### src/rtl/mem_stage_pkg.sv
// Shared definitions for the MEM stage: bus widths, field layouts, load-op encodings.
package cpu_defs;

  localparam int ES_BUS_W  = 75;
  localparam int MS_BUS_W  = 70;
  localparam int FWD_BUS_W = 39;

  // Field offsets of es_to_ms_bus (LSB positions)
  localparam int ES_PC_LSB      = 43;
  localparam int ES_GR_WE_BIT   = 42;
  localparam int ES_DEST_LSB    = 37;
  localparam int ES_ALU_LSB     = 5;
  localparam int ES_MEM_REQ_BIT = 4;
  localparam int ES_RES_MEM_BIT = 3;
  localparam int ES_LOAD_OP_LSB = 0;

  // Field offsets of ms_to_ws_bus
  localparam int MS_PC_LSB    = 38;
  localparam int MS_GR_WE_BIT = 37;
  localparam int MS_DEST_LSB  = 32;
  localparam int MS_RES_LSB   = 0;

  // Field offsets of ms_to_ds_bus
  localparam int DS_PENDING_BIT = 38;
  localparam int DS_RF_WE_BIT   = 37;
  localparam int DS_DEST_LSB    = 32;
  localparam int DS_RES_LSB     = 0;

  // Load-op encodings; unlisted codes (5..7) behave like LW
  typedef enum logic [2:0] {
    LOAD_LW  = 3'd0,
    LOAD_LB  = 3'd1,
    LOAD_LBU = 3'd2,
    LOAD_LH  = 3'd3,
    LOAD_LHU = 3'd4
  } load_op_e;

  // Response tracking state, derived from ms_valid / mem_req / buf_valid
  typedef enum logic [1:0] {
    RESP_IDLE = 2'd0,
    RESP_WAIT = 2'd1,
    RESP_HELD = 2'd2
  } resp_state_e;

  // Instruction as handed over by EX (75 bits, MSB first)
  typedef struct packed {
    logic [31:0] pc;
    logic        gr_we;
    logic [4:0]  dest;
    logic [31:0] alu_result;
    logic        mem_req;
    logic        res_from_mem;
    logic [2:0]  load_op;
  } es_to_ms_t;

  // Instruction as handed to WB (70 bits)
  typedef struct packed {
    logic [31:0] pc;
    logic        gr_we;
    logic [4:0]  dest;
    logic [31:0] final_result;
  } ms_to_ws_t;

  // Forwarding / hazard information for ID (39 bits)
  typedef struct packed {
    logic        res_pending;
    logic        rf_we;
    logic [4:0]  dest;
    logic [31:0] final_result;
  } ms_to_ds_t;

endpackage

### src/rtl/mem_stage_load_align.sv
// Load data alignment: picks the addressed byte/halfword and sign/zero-extends it.
module mem_load_align
  import cpu_defs::*;
(
  input  logic [31:0] rdata,
  input  logic [1:0]  off,
  input  logic [2:0]  load_op,
  output logic [31:0] load_data
);

  logic [7:0]  byte_sel;
  logic [15:0] half_sel;

  // Select the addressed sub-word, then extend according to the load type
  always_comb begin
    byte_sel  = rdata[{off, 3'b000} +: 8];
    // Halfword loads use only off[1]; off[0] is ignored
    half_sel  = off[1] ? rdata[31:16] : rdata[15:0];
    load_data = rdata;
    case (load_op)
      LOAD_LB:  load_data = {{24{byte_sel[7]}}, byte_sel};
      LOAD_LBU: load_data = {24'd0, byte_sel};
      LOAD_LH:  load_data = {{16{half_sel[15]}}, half_sel};
      LOAD_LHU: load_data = {16'd0, half_sel};
      default:  load_data = rdata;
    endcase
  end

endmodule

### src/rtl/mem_stage.sv
// MEM pipeline stage: holds the EX instruction, waits for the data-SRAM response,
// aligns load data and drives the WB bus and the ID forwarding bus.
//
// Handshake: a stage-to-stage transfer happens on a rising edge where the
// producer's valid and the consumer's allowin are both 1. valid never depends
// on allowin from the same consumer; allowin may depend on the producer state.
module mem_stage
  import cpu_defs::*;
#(
  parameter int ES_BUS_W  = cpu_defs::ES_BUS_W,
  parameter int MS_BUS_W  = cpu_defs::MS_BUS_W,
  parameter int FWD_BUS_W = cpu_defs::FWD_BUS_W
) (
  input  logic                 clk,
  input  logic                 reset,
  input  logic                 es_to_ms_valid,
  input  logic [ES_BUS_W-1:0]  es_to_ms_bus,
  output logic                 ms_allowin,
  input  logic                 ws_allowin,
  output logic                 ms_to_ws_valid,
  output logic [MS_BUS_W-1:0]  ms_to_ws_bus,
  output logic [FWD_BUS_W-1:0] ms_to_ds_bus,
  input  logic                 data_sram_data_ok,
  input  logic [31:0]          data_sram_rdata
);

  es_to_ms_t   es_in;
  es_to_ms_t   ms_inst_q, ms_inst_d;
  logic        ms_valid_q, ms_valid_d;
  logic        buf_valid_q, buf_valid_d;
  logic [31:0] rdata_buf_q, rdata_buf_d;

  logic        ms_ready_go;
  logic        ms_xfer;
  resp_state_e resp_state;
  logic [31:0] mem_rdata;
  logic [31:0] load_data;
  logic [31:0] final_result;
  ms_to_ws_t   ws_out;
  ms_to_ds_t   ds_out;

  assign es_in = es_to_ms_bus;

  // Handshake: a memory instruction may go once its response arrives or is buffered
  always_comb begin
    ms_ready_go    = !ms_inst_q.mem_req || data_sram_data_ok || buf_valid_q;
    ms_allowin     = !ms_valid_q || (ms_ready_go && ws_allowin);
    ms_to_ws_valid = ms_valid_q && ms_ready_go;
    ms_xfer        = ms_to_ws_valid && ws_allowin;
  end

  // Response state as seen by the data-SRAM side
  always_comb begin
    if (buf_valid_q) begin
      resp_state = RESP_HELD;
    end else if (ms_valid_q && ms_inst_q.mem_req) begin
      resp_state = RESP_WAIT;
    end else begin
      resp_state = RESP_IDLE;
    end
  end

  // Next instruction: refill whenever MEM can accept; bus only latched when EX is valid
  always_comb begin
    ms_valid_d = ms_valid_q;
    ms_inst_d  = ms_inst_q;
    if (ms_allowin) begin
      ms_valid_d = es_to_ms_valid;
      if (es_to_ms_valid) begin
        ms_inst_d = es_in;
      end
    end
  end

  // Response buffer: capture read data only when WB stalls on the data_ok cycle
  always_comb begin
    buf_valid_d = buf_valid_q;
    rdata_buf_d = rdata_buf_q;
    case (resp_state)
      RESP_WAIT: begin
        if (data_sram_data_ok && !ws_allowin) begin
          buf_valid_d = 1'b1;
          rdata_buf_d = data_sram_rdata;
        end
      end
      RESP_HELD: begin
        // buf_valid implies ms_valid, so ws_allowin here means the transfer edge
        if (ms_xfer) begin
          buf_valid_d = 1'b0;
        end
      end
      default: begin
        // data_ok outside WAIT carries no owner and is dropped
      end
    endcase
  end

  // Stage state registers
  always_ff @(posedge clk or posedge reset) begin
    if (reset) begin
      ms_valid_q  <= 1'b0;
      ms_inst_q   <= '0;
      buf_valid_q <= 1'b0;
      rdata_buf_q <= 32'd0;
    end else begin
      ms_valid_q  <= ms_valid_d;
      ms_inst_q   <= ms_inst_d;
      buf_valid_q <= buf_valid_d;
      rdata_buf_q <= rdata_buf_d;
    end
  end

  // Buffered data wins; otherwise read data passes straight through
  always_comb begin
    mem_rdata = buf_valid_q ? rdata_buf_q : data_sram_rdata;
  end

  mem_load_align u_load_align (
    .rdata     (mem_rdata),
    .off       (ms_inst_q.alu_result[1:0]),
    .load_op   (ms_inst_q.load_op),
    .load_data (load_data)
  );

  // Result selection and output bus assembly
  always_comb begin
    final_result        = ms_inst_q.res_from_mem ? load_data : ms_inst_q.alu_result;

    ws_out.pc           = ms_inst_q.pc;
    ws_out.gr_we        = ms_inst_q.gr_we;
    ws_out.dest         = ms_inst_q.dest;
    ws_out.final_result = final_result;

    // ID must stall on a dest match while the load value is not yet known
    ds_out.res_pending  = ms_valid_q && ms_inst_q.res_from_mem && !ms_ready_go;
    ds_out.rf_we        = ms_valid_q && ms_inst_q.gr_we;
    ds_out.dest         = ms_valid_q ? ms_inst_q.dest : 5'd0;
    ds_out.final_result = ms_valid_q ? final_result : 32'd0;
  end

  assign ms_to_ws_bus = ws_out;
  assign ms_to_ds_bus = ds_out;

endmodule
### config.mk
export PLATFORM = sky130hd
export DESIGN_NAME = mem_stage
export DESIGN_NICKNAME = d
export VERILOG_FILES = /design/src/rtl/mem_stage_pkg.sv /design/src/rtl/mem_stage_load_align.sv /design/src/rtl/mem_stage.sv
export SDC_FILE = /design/constraint.sdc
export NUM_CORES = 1
export LEC_CHECK = 0
export ABC_AREA = 1
export CAP_MARGIN = 10
export CELL_PAD_IN_SITES_DETAIL_PLACEMENT = 0
export CELL_PAD_IN_SITES_GLOBAL_PLACEMENT = 2
export CORE_MARGIN = 1.5
export CORE_UTILIZATION = 26
export CTS_CLUSTER_DIAMETER = 80
export DETAILED_ROUTE_END_ITERATION = 7
export PLACE_DENSITY_LB_ADDON = 0.12
export RECOVER_POWER = 100
export SLEW_MARGIN = 40
export SYNTH_ARGS = -nofsm -noshare
export SYNTH_HDL_FRONTEND = slang
export SYNTH_HIERARCHICAL = 1
export SYNTH_SLANG_ARGS = --single-unit
### constraint.sdc
create_clock -name clk -period 6.3 [get_ports clk]
set_input_delay 1.575 -clock clk [delete_from_list [all_inputs] [get_ports clk]]
set_output_delay 1.575 -clock clk [all_outputs]
set_load 0.02 [all_outputs]
* Word level (Yosys, flattened, before mapping)
Index checks and enable logic that the tools add are counted.
** Operators by class
- Add/subtract/negate cells :: 0
- $mul :: 0
- Div/mod/pow operators :: 0
- Order comparisons :: 0
- Equality and inequality tests :: 8
- Shift-type cells :: 1
- Multiplexer cells :: 11
- Bitwise logic cells :: 0
- Reduce and logical (&&, ||, !) cells :: 19
** Operator list (number)
- $pmux W32 S4 :: 1
- $mux W32 :: 3
- $shiftx A32 B6 Y8 :: 1
- $mux W16 :: 1
- $logic_and A1 B1 Y1 :: 8
- $eq A3 B2 Y1 const B :: 2
- $mux W5 :: 1
- $logic_not A1 Y1 :: 4
- $ne A2 B2 Y1 const B :: 2
- $reduce_and A2 Y1 :: 2
- $eq A3 B1 Y1 const B :: 1
- $eq A3 B3 Y1 const B :: 1
- $logic_or A1 B1 Y1 :: 3
- $mux W1 :: 3
- $reduce_and A3 Y1 :: 1
- $eq A2 B1 Y1 const B :: 1
- $eq A2 B2 Y1 const B :: 1
- $mux W2 :: 1
- $pmux W1 S2 :: 1
- $reduce_bool A2 Y1 :: 1
** Word-level totals
- Register bits :: 109
- Bits in latches :: 0
- RAM bits :: 0
- Memory bits (read-only) :: 0
- Bits of input ports :: 112
- Output and inout bits :: 111
- Word-level logic and storage cells :: 49
- Memories kept :: 0

* Depth between registers and ports, before layout
- Word-level depth :: 7
- Depth in mapped cells :: 13
- Gate-level depth less buffers :: 10

* Hierarchy
Netlist, hierarchy kept.
** By module, submodules not included
- mem_stage :: instances 1, cells each 739, area an instance 5647.9 um^2, seq. area each 2727.6 um^2
- mem_load_align :: instances 1, cells each 232, area an instance 1063.5 um^2, seq. area each 0.0 um^2

* Worst setup path before layout
No wires, ideal clock.
- Path kind :: input port to output port
- Start point :: input data_sram_rdata[15]
- End point :: output ms_to_ds_bus[20]
- Arrival :: 2883 ps
- Required time :: 4725 ps
- Slack :: 1842 ps
- Stages on the path :: 9
- Path buffers :: 1
- Cell sequence :: inv_1 > o21ai_0 > nand2_1 > nand2_1 > nand4_2 > buf_2 > nand3_1 > nand2_1 > a21oi_1
** On the way
- Longest elaborated chain between the ends :: 5
- Elaborated cells between the ends (all ways) :: 6
- Those cells by class :: 1 x shift; 5 x mux
** RTL lines
- start: declaration :: line mem_stage.sv:24 : input logic [31:0] data_sram_rdata
- $mux W32 (*) :: line mem_stage.sv:115 : mem_rdata = buf_valid_q ? rdata_buf_q : data_sram_rdata;
- named net mem_rdata[15] :: line mem_stage.sv:36 : logic [31:0] mem_rdata;
- $shiftx A32 B6 Y8 / $mux W16 (equally long branches) :: line mem_stage_load_align.sv:16, mem_stage_load_align.sv:18
- $pmux W32 S4 (*) :: line mem_stage_load_align.sv:20 : case (load_op)
- named net load_data[20] :: line mem_stage.sv:37 : logic [31:0] load_data;
- $mux W32 (*) :: line mem_stage.sv:127 : final_result = ms_inst_q.res_from_mem ? load_data : ms_inst_q.alu_result;
- $mux W32 (*) :: line mem_stage.sv:138 : ds_out.final_result = ms_valid_q ? final_result : 32'd0;
- end: declaration :: line mem_stage.sv:22 : output logic [FWD_BUS_W-1:0] ms_to_ds_bus,
Mark *: on every way through the listed nets, which the timed path passes. The rest lies on a longest branch.

* Worst setup path after layout
- Start point :: input data_sram_rdata[23]
- End point :: output ms_to_ds_bus[26]
** On the way
- Longest elaborated chain between the ends :: 5
** RTL lines
- $mux W32 :: line mem_stage.sv:115
- named net mem_rdata[23] :: line mem_stage.sv:36
- $shiftx A32 B6 Y8 :: line mem_stage_load_align.sv:16 : byte_sel = rdata[{off, 3'b000} +: 8];
- $pmux W32 S4 :: line mem_stage_load_align.sv:20
- named net load_data[26] :: line mem_stage.sv:37
- $mux W32 :: line mem_stage.sv:127
- $mux W32 :: line mem_stage.sv:138
The timed path passes the listed nets, and every way through them passes these cells.

==> parameters.txt <==
Parameter                              Value

GRT
  GRT met3 Usage ... 4.926%
  GRT Max-Usage Layer ... met2
  Antenna violations before repair ... 0
  Via count of the first global-routing pass ... 6454
  Global route total overflow ... 0
  Met2 capacity usage during global routing ... 31.61%
  Met1 demand-to-capacity share in global routing ... 22.65%
  Wire length of the first global-routing pass ... 37210 µm
  Tot GR Track Use ... 18.27%
  Largest net degree at the start of global routing ... 78

Placed design
  Cells after DPL ... 1442
  PortBufs ... 222
  Final HPWL from detailed placement ... 17140 µm
  Weighted congestion reported at the end of routability-driven placement ... 0.7647

Setup path
  Reg-to-reg critical path startpoint ... buf_valid_q
  Number of buffer and inverter instances along the worst setup path ... 4
  Cell chain of the critical path ... clkdlybuf4s50_1, inv_1, o21ai_0, inv_1, nand2_1, nand2_1, nand2_1, nand3b_4, nand3_1, nand2_1, a21oi_1, dlygate4sd3_1
  Internal reg-to-reg setup slack ... 1.51 ns
  Largest driver fanout on the critical path ... 24
  Worst Reg2Reg Path Length in Cells ... 10
  Crit path kind ... in -> out
  Crit path DAT ... 4.28 ns
  Sort of element at the end of the critical path ... output port
  Top delay family on crit path ... buffers and inverters
  Highest-delay cell along the critical path ... sky130_fd_sc_hd__dlygate4sd3_1
  Worst flop-to-flop path endpoint ... ms_inst_q[33]
  Most used cell along the critical path ... sky130_fd_sc_hd__nand2_1
  Data required time of the worst path ... 4.72 ns
  CP peak stage delay ... 0.71 ns
  Startpoint Class ... input port

STA
  Post-route clock skew ... 0.01366 ns
  Min cycle time layout ... 5.851 ns
  Final number of max-transition violations ... 258
  Final hold violation count ... 0
  Share of the cycle needed by the critical path after routing ... 92.88%
  Max-slew headroom at the worst pin ... -142.2%
  Actual slew at the worst max-slew pin ... 3.633 ns
  RSZ-0062 raised after global routing ... no
  Final setup fails ... 0
  Sum of negative setup slack ... 0 ns
  F_max ... 170.9 MHz

Hold path
  Cell count of the worst hold path ... 2
  Hold crit path type ... reg -> reg
  Hold endpoint ... ms_to_ws_bus[40]
  Min-delay src ... ms_to_ws_bus[40]

Final layout
  Post-route non-filler standard cell count ... 1457
  Filler cell count in the final layout ... 2858
  Area taken by multi-input logic gates ... 2940 µm²
  Layout cell share with drive strength beyond 1 ... 4.348%
  Storage cell area ... 2729 µm²
  Number of nets in the layout ... 1235
  Area delta synth->final ... 34.15%
  Diode count ... 0

Pwr
  Static leakage ... 0.004677 µW
  Power per Cell Area ... 359.4 nW/µm²
  Worst supply voltage drop on vdd ... 0.1296 mV

Logic synthesis
  Cell types with the largest area share after synthesis ... sky130_fd_sc_hd__dfrtp_1 (41%), sky130_fd_sc_hd__nand2_1 (24%), sky130_fd_sc_hd__nand3_1 (9.9%), sky130_fd_sc_hd__buf_4 (5.5%), sky130_fd_sc_hd__inv_1 (4.3%)
  Proportion of netlist area held by the largest area contributor ... 40.64%
  Sequential element share of the synthesized area ... 40.64%
  Mean area per synthesized cell ... 6.912 µm²
  Largest area contributor in the netlist ... sky130_fd_sc_hd__dfrtp_1
  Post-synthesis async set-or-reset flop share ... 100.0%
  Top flip-flop cell by instance count after synthesis ... sky130_fd_sc_hd__dfrtp_1
  Commonest cells post-synth ... sky130_fd_sc_hd__nand2_1 (427), sky130_fd_sc_hd__nand3_1 (133), sky130_fd_sc_hd__dfrtp_1 (109), sky130_fd_sc_hd__inv_1 (76), sky130_fd_sc_hd__buf_4 (49)
  Number of different library cells in the post-synthesis netlist ... 23
  Synth Register Bits ... 109
  Most frequently used cell type in the post-synthesis netlist ... sky130_fd_sc_hd__nand2_1
  Number of warnings issued by yosys ... 6
  Number of nets produced by synthesis ... 1083
  Cell area after synthesis ... 6711 µm²
  Number of cells produced by synthesis ... 971
  Count of flip-flops with a built-in enable after synthesis ... 0

Route
  DR vias ... 6392
  Starting DRT DRC Count ... 330
  Iteration count of the initial detailed-routing pass ... 5
  Wire length reported by the detailed router ... 24050 µm
  Number of design rule violations left after detail routing ... 0
  Vias per cell ... 4.387
  Residual antenna-violating net count after detailed routing ... 0
  Routed length per placed instance ... 16.51 µm

CTS
  Clock slew at reported path FFs ... 0.08 ns
  Max clock buf depth ... 2
  Clock tree from TritonCTS ... yes
  H-Tree Level Count ... 3
  Clock buffer count from CTS ... 9
  Clock Tree Root ... sky130_fd_sc_hd__clkbuf_16
  Post-CTS setup buffer count ... 0
  Clk Latency, worst-skew pair ... 0.36 ns
  Sinks on the clock net ... 109
  Hold buffer count at cts ... 0
  Resize count post-CTS ... 0

Status
  Violations in the final reports ... max-capacitance violations, max-slew violations
  Result of the run ... finished with violations

Die
  Horizontal die dimension ... 163.7 µm
  Chip Height ... 163.7 µm
  Number of core rows ... 58
  Die outline area ... 26790 µm²
  Effective utilization at floorplan ... 26.58%
  Area inside the core boundary ... 25250 µm²
  # IOs ... 223

Flow run
  Count of maximum capacitance violations ... 5
worst reg2reg max path: cells and delay by family (launching register included):
kind | cells | cell delay [ns]
buffers and inverters | 4 | 3.48
AND/OR/NAND/NOR | 6 | 0.53
flip-flops | 1 | 0.65
placed cells by master (no fill, tap or decap), types with 2 or more instances in the layout:
master	count
sky130_fd_sc_hd__inv_1	75
sky130_fd_sc_hd__inv_2	3
sky130_fd_sc_hd__clkdlybuf4s50_1	110
sky130_fd_sc_hd__nand2_4	2
sky130_fd_sc_hd__nand3_1	133
sky130_fd_sc_hd__nor2_1	3
sky130_fd_sc_hd__buf_4	14
sky130_fd_sc_hd__a21oi_1	32
sky130_fd_sc_hd__clkbuf_16	9
sky130_fd_sc_hd__o21ai_0	72
sky130_fd_sc_hd__clkbuf_1	5
sky130_fd_sc_hd__dlygate4sd3_1	111
sky130_fd_sc_hd__dfrtp_1	108
sky130_fd_sc_hd__nand2_2	7
sky130_fd_sc_hd__nand2_1	427
sky130_fd_sc_hd__clkinv_4	2
power breakdown:
part	internal (µW)	switching, µW	total [µW]
Sequential	907	139	1050
Combinational	618	1000	1620
Clock	273	296	569
Total	1800	1440	3240
state kept, by name, indices dropped and copies added, names as in the netlist:
signal        cells
buf_valid_q       1
ms_inst_q        37
rdata_buf_q      32
ms_valid_q        1
ms_to_ws_bus     38
stage by stage:
stage / worst slack [ns] / power, µW / cell area (µm²) / util [%] / hold WS (ns)
2_1_floorplan: 1.842 / 2161 / 6711 / - / 0.4422
3_3_place_gp: 0.4915 / 2835 / 8833 / 34.98 / 0.4529
3_5_place_dp: 0.5047 / 2837 / 8837 / 34.99 / 0.4571
4_1_cts: 0.4823 / 3433 / 9111 / 36.08 / 0.4781
5_1_grt: 0.1609 / 3515 / 9004 / 35.65 / 0.4889
6_report: 0.4488 / 3236 / 9004 / 35.65 / 0.4675
worst max path at each step:
stage                                   start                to  slack [ns]  depth (start not counted)
after floorplan           data_sram_rdata[15]  ms_to_ds_bus[20]        1.84                          9
after global placement    data_sram_rdata[23]  ms_to_ds_bus[26]        0.49                         12
after detailed placement  data_sram_rdata[31]  ms_to_ds_bus[26]        0.50                         11
after CTS                 data_sram_rdata[31]  ms_to_ds_bus[26]        0.48                         11
after global routing        data_sram_data_ok      ms_inst_q[4]        0.16                         10
final                     data_sram_rdata[23]  ms_to_ds_bus[26]        0.45                         12
area by class of cell:
type / count / share of cell area (%)
Clock buffer: 10 / 2.543
Clock inverter: 5 / 0.5003
Inverter: 79 / 3.307
Multi-Input combinational cell: 682 / 32.66
Sequential cell: 109 / 30.31
Tap cell: 330 / 4.586
Timing Repair Buffer: 242 / 26.10
routing by layer:
metal	share of wire (%)	up-vias
li1	-	3301
met1	44	2930
met2	49	151
met3	6.0	10
met4	1.0	0
met5	0	-
cells by family (layout without fill, tap and decap cells):
kind of cell	after synthesis	count (layout)	synth area share [%]
compound gates	104	104	9.042
buf+inv	180	336	14.26
flops	109	109	40.64
simple gates	578	578	36.06
No activity file was read; power rests on OpenSTA's default activity.
